**src/rtl/copro_bcd2bin.sv**
```systemverilog
// copro_bcd2bin: multi-cycle packed-BCD to binary converter with tagged write-back
module copro_bcd2bin #(
    parameter int unsigned XLEN     = 32,
    parameter type         hartid_t = logic,
    parameter type         id_t     = logic
) (
    input  logic            clk_i,
    input  logic            rst_ni,
    input  logic            valid_i,
    output logic            ready_o,
    input  logic [XLEN-1:0] operand_i,
    input  hartid_t         hartid_i,
    input  id_t             id_i,
    input  logic [4:0]      rd_i,
    input  logic            flush_i,
    output logic            valid_o,
    input  logic            result_ready_i,
    output logic [XLEN-1:0] result_o,
    output hartid_t         hartid_o,
    output id_t             id_o,
    output logic [4:0]      rd_o,
    output logic            we_o,
    output logic            error_o
);
    localparam int unsigned ND = XLEN / 4;
    localparam int unsigned CW = $clog2(ND + 1);

    typedef enum logic [1:0] {IDLE, CONV, DONE} state_e;

    state_e          state_q, state_d;
    logic [XLEN-1:0] op_q, op_d;
    logic [XLEN-1:0] acc_q, acc_d;
    logic [CW-1:0]   cnt_q, cnt_d;
    logic            err_q, err_d;
    hartid_t         hartid_q, hartid_d;
    id_t             id_q, id_d;
    logic [4:0]      rd_q, rd_d;
    logic [3:0]      dig;

    assign dig     = op_q[XLEN-1 -: 4];
    assign ready_o = state_q == IDLE;
    assign valid_o = state_q == DONE;

    // Outputs are masked to zero outside DONE; an erroneous operand suppresses the write.
    always_comb begin
        result_o = (valid_o && !err_q) ? acc_q : '0;
        we_o     = valid_o && !err_q;
        error_o  = valid_o && err_q;
        hartid_o = valid_o ? hartid_q : '0;
        id_o     = valid_o ? id_q : '0;
        rd_o     = valid_o ? rd_q : '0;
    end

    // Next-state logic: accept, accumulate one digit MSB-first per cycle, hold result; flush wins.
    always_comb begin
        state_d  = state_q;
        op_d     = op_q;
        acc_d    = acc_q;
        cnt_d    = cnt_q;
        err_d    = err_q;
        hartid_d = hartid_q;
        id_d     = id_q;
        rd_d     = rd_q;
        if (flush_i) begin
            state_d = IDLE;
        end else begin
            unique case (state_q)
                IDLE: if (valid_i) begin
                    state_d  = CONV;
                    op_d     = operand_i;
                    acc_d    = '0;
                    cnt_d    = '0;
                    err_d    = 1'b0;
                    hartid_d = hartid_i;
                    id_d     = id_i;
                    rd_d     = rd_i;
                end
                CONV: begin
                    acc_d   = (acc_q << 3) + (acc_q << 1) + XLEN'(dig);
                    op_d    = op_q << 4;
                    err_d   = err_q | (dig > 4'd9);
                    cnt_d   = cnt_q + CW'(1);
                    state_d = (cnt_q == CW'(ND - 1)) ? DONE : CONV;
                end
                DONE: state_d = result_ready_i ? IDLE : DONE;
                default: state_d = IDLE;
            endcase
        end
    end

    // State and datapath registers with asynchronous active-low reset.
    always_ff @(posedge clk_i or negedge rst_ni) begin
        if (!rst_ni) begin
            state_q  <= IDLE;
            op_q     <= '0;
            acc_q    <= '0;
            cnt_q    <= '0;
            err_q    <= 1'b0;
            hartid_q <= '0;
            id_q     <= '0;
            rd_q     <= '0;
        end else begin
            state_q  <= state_d;
            op_q     <= op_d;
            acc_q    <= acc_d;
            cnt_q    <= cnt_d;
            err_q    <= err_d;
            hartid_q <= hartid_d;
            id_q     <= id_d;
            rd_q     <= rd_d;
        end
    end
endmodule

```
**config.mk**
```make
export PLATFORM = sky130hd
export DESIGN_NAME = copro_bcd2bin
export DESIGN_NICKNAME = d
export VERILOG_FILES = /design/src/rtl/copro_bcd2bin.sv
export SDC_FILE = /design/constraint.sdc
export NUM_CORES = 1
export LEC_CHECK = 0
export CAP_MARGIN = 20
export CORE_MARGIN = 3
export CORE_UTILIZATION = 51
export CTS_CLUSTER_DIAMETER = 50
export DETAILED_ROUTE_END_ITERATION = 16
export MAX_ROUTING_LAYER = met4
export PLACE_DENSITY = 0.76
export SLEW_MARGIN = 20
export SYNTH_ARGS = -nofsm -noshare
export SYNTH_HDL_FRONTEND = slang
export SYNTH_SLANG_ARGS = --single-unit
```
**constraint.sdc**
```tcl
create_clock -name clk_i -period 5 [get_ports clk_i]
set_input_delay 1 -clock clk_i [delete_from_list [all_inputs] [get_ports clk_i]]
set_output_delay 1 -clock clk_i [all_outputs]
set_load 0.02 [all_outputs]
```
==> impl_metrics.ini <==
[status]
status = complete, no violations

[worst_setup_path]
critPathCaptureType = output pin
critPathKind = reg2out
crit_fanout = 31
critPathRequiredTime_ns = 4.00
reg2reg_slack_ns = 1.83
critPathLaunchType = flop
cp.arrival_ns = 2.36

[detailed_routing]
wire_per_inst_um = 16.3
routed_wl_um = 13200
vias = 4660
drtIter0Drc = 198
route.detailed.drc = 0
vias_per_cell = 5.75
ant_nets = 0
first_pass_iters = 5

[sta]
max-slew-margin-rel_pct = 42.0
fin_setup_tns_ns = 0
skew_ns = 0.0177
fin_ws_ns = 1.64
worst_pin_slew_ns = 0.870
finalSetupViolations = 0
fin_crit_sh_pct = 67.3
fmax_mhz = 297
drv_slew = 0
finalHoldViolCount = 0
rsz0062_at_grt = false
fin_crit_ns = 3.36

[logic_synthesis]
yosysWarnings = 0
synth_top_area_cell = dfrtp_1
synth_top_area_share_pct = 35.5
syn_inst = 596
syn_area_per_cell_um2 = 9.24
synth.net_count = 701
ys_types = 63
synth_edf_count = 0
ys_seq_area_share_pct = 35.5
synth_area_um2 = 5510
synth_area_leaders = dfrtp_1 35%, ha_1 13%, nand2_1 5.5%, mux2i_1 5.5%, o21ai_0 5.3%
ys_seq_elements = 78
synthArstFlopShare_pct = 100
yosys_most_used_dff = dfrtp_1

[placement]
dp_worst_setup_slack_ns = 1.80
hpwl_um = 9770
numPortBuffers = 86
gp_congestion = 0.895

[clock_network]
htreeDepth = 3
clk_latency_ns = 0.36
clockBufferDepth = 2
ctsHoldBuffers = 0
post-cts-setup-buffers = 0
numCtsBuffers = 9
cts_resized = 0
clkSinkCount = 78
clk_root_buffer_cell = clkbuf_8
clk_pin_slew_worst_paths_ns = 0.09
cts_tree = yes

[global_routing]
grt_first_pass_wirelength_um = 22200
gr-usage-met3_pct = 4.05
track_usage_pct = 23.8
grt_max_degree = 97
grt_pass1_vias = 4667
grt.busiest_layer = met2
gr-total-overflow = 0
met1_usage_pct = 32.0
antenna_found_initial = 0
grtUsageMet2_pct = 37.1

[power_and_ir_drop]
p_leak_nw = 3.09
pwr_density_cell_nw_per_um2 = 408
ir_drop_uv = 229

[floorplanning]
core_area_um2 = 10400
start_util_pct = 52.9
pin_count = 87
die_h_um = 110
die_area_um2 = 12100
rows = 37
die_x_um = 110

[layout]
diodes = 0
syn2layout_area_growth_pct = 21.6
layout-drive-gt1-share_pct = 6.68
nNetsFinal = 774

[job]
maxCapViolCount = 0

[min_path]
hold_path.class = reg2reg
[synth_stat cells (2+ instances only)]
library cell,number
a21o_1,6
a21oi_1,31
a21oi_2,3
a221oi_1,2
a22o_1,7
a311o_1,2
a31oi_1,2
and2_1,40
and3_1,3
buf_2,5
clkbuf_1,23
dfrtp_1,78
fa_1,2
ha_1,59
inv_1,8
mux2_1,3
mux2_2,4
mux2i_1,30
nand2_1,81
nand2b_1,6
nand3_1,8
nand4_1,4
nand4b_1,4
nor2_1,30
nor2b_1,6
nor3_1,8
o21a_1,2
o21ai_0,58
o21ai_1,17
o21bai_1,3
o31a_1,2
o31ai_1,2
o41ai_4,2
or2_2,3
or3_1,2
xnor2_1,9
xor2_1,15
[registers in the layout (all words and copies together), names as in the netlist]
register,count
err_q,1
state_q,2
acc_q,32
cnt_q,4
id_q,1
op_q,32
rd_q,5
hartid_q,1
[routing by layer]
metal | wire (um) | part of all wire (%)
met1 | 6030 | 46
met4 | 224 | 1.7
met2 | 6240 | 47
met3 | 677 | 5.1
met5 | 0 | 0
[worst max-delay path, cell delays in order (launching register included)]
cell	delay, ns
dfrtp_1	0.48
nand2b_1	0.29
nor2_1	0.13
buf_4	0.29
and2_1	0.19
clkdlybuf4s50_1	0.61
[logic make-up after synthesis]
family | Yosys count | synth area share [%]
xor+xnor | 24 | 3.82
fa+ha+maj | 61 | 14.1
flops | 78 | 35.5
simple gates | 201 | 18.0
buf+inv | 37 | 2.64
compound gates | 158 | 19.1
mux | 37 | 6.89
[worst paths after layout]
path | startpoint | end | depth (start not counted)
max in group asynchronous | rst_ni | acc_q[2] | 1
worst max register to register | op_q[31] | acc_q[28] | 11
worst min register to register | rd_q[3] | rd_q[3] | 1
worst min-delay path | rd_q[3] | rd_q[3] | 1
min in group asynchronous | rst_ni | acc_q[13] | 1
worst max-delay path | state_q[0] | result_o[1] | 5
[final cells by class]
type,count,area [um2]
multi-input combinational,481,3430
sequential,78,1950
tap,136,170
clock buffer,9,124
fill,886,3720
clock inverter,7,88.8
timing repair buffer,91,900
inverter,8,30.0
[cell usage in the layout (no fill, tap or decap), types with 3 or more instances in the layout]
cell type,instances
nor3_1,8
xor2_1,15
mux2i_1,30
o21ai_0,58
and3_1,3
nor2_1,30
ha_1,59
clkbuf_8,9
nand4b_1,4
o21ai_1,16
o21bai_1,3
buf_4,5
a21oi_1,31
inv_8,3
mux2_2,4
a22o_1,7
a21o_1,6
a21oi_2,3
nand3_1,8
clkdlybuf4s50_1,85
xnor2_1,9
dfrtp_1,78
nor2b_1,5
mux2_1,3
inv_1,8
and2_1,40
nand4_1,4
nand2_1,81
or2_2,3
nand2b_1,5
[power by group]
part | switching, mW | internal (mW)
Combinational | 0.732 | 0.517
Clock | 0.274 | 0.244
Sequential | 0.164 | 0.797
Total | 1.17 | 1.56
[per-stage QoR]
| stage | instance area [um2] | utilization [%] | hold slack, ns | instances | power (mW) |
|---|---|---|---|---|---|
| final | 6690 | 64.3 | 0.482 | 810 | 2.73 |
| after global routing | 6690 | 64.3 | 0.515 | 810 | 2.97 |
| after CTS | 6690 | 64.2 | 0.488 | 810 | 2.74 |
| after detailed placement | 6470 | 62.2 | 0.468 | 794 | 2.22 |
| after global placement | 6470 | 62.2 | 0.463 | 794 | 2.15 |
| after floorplan | 5510 | - | 0.449 | 596 | 1.87 |
Power figures use the tool's default switching activity.
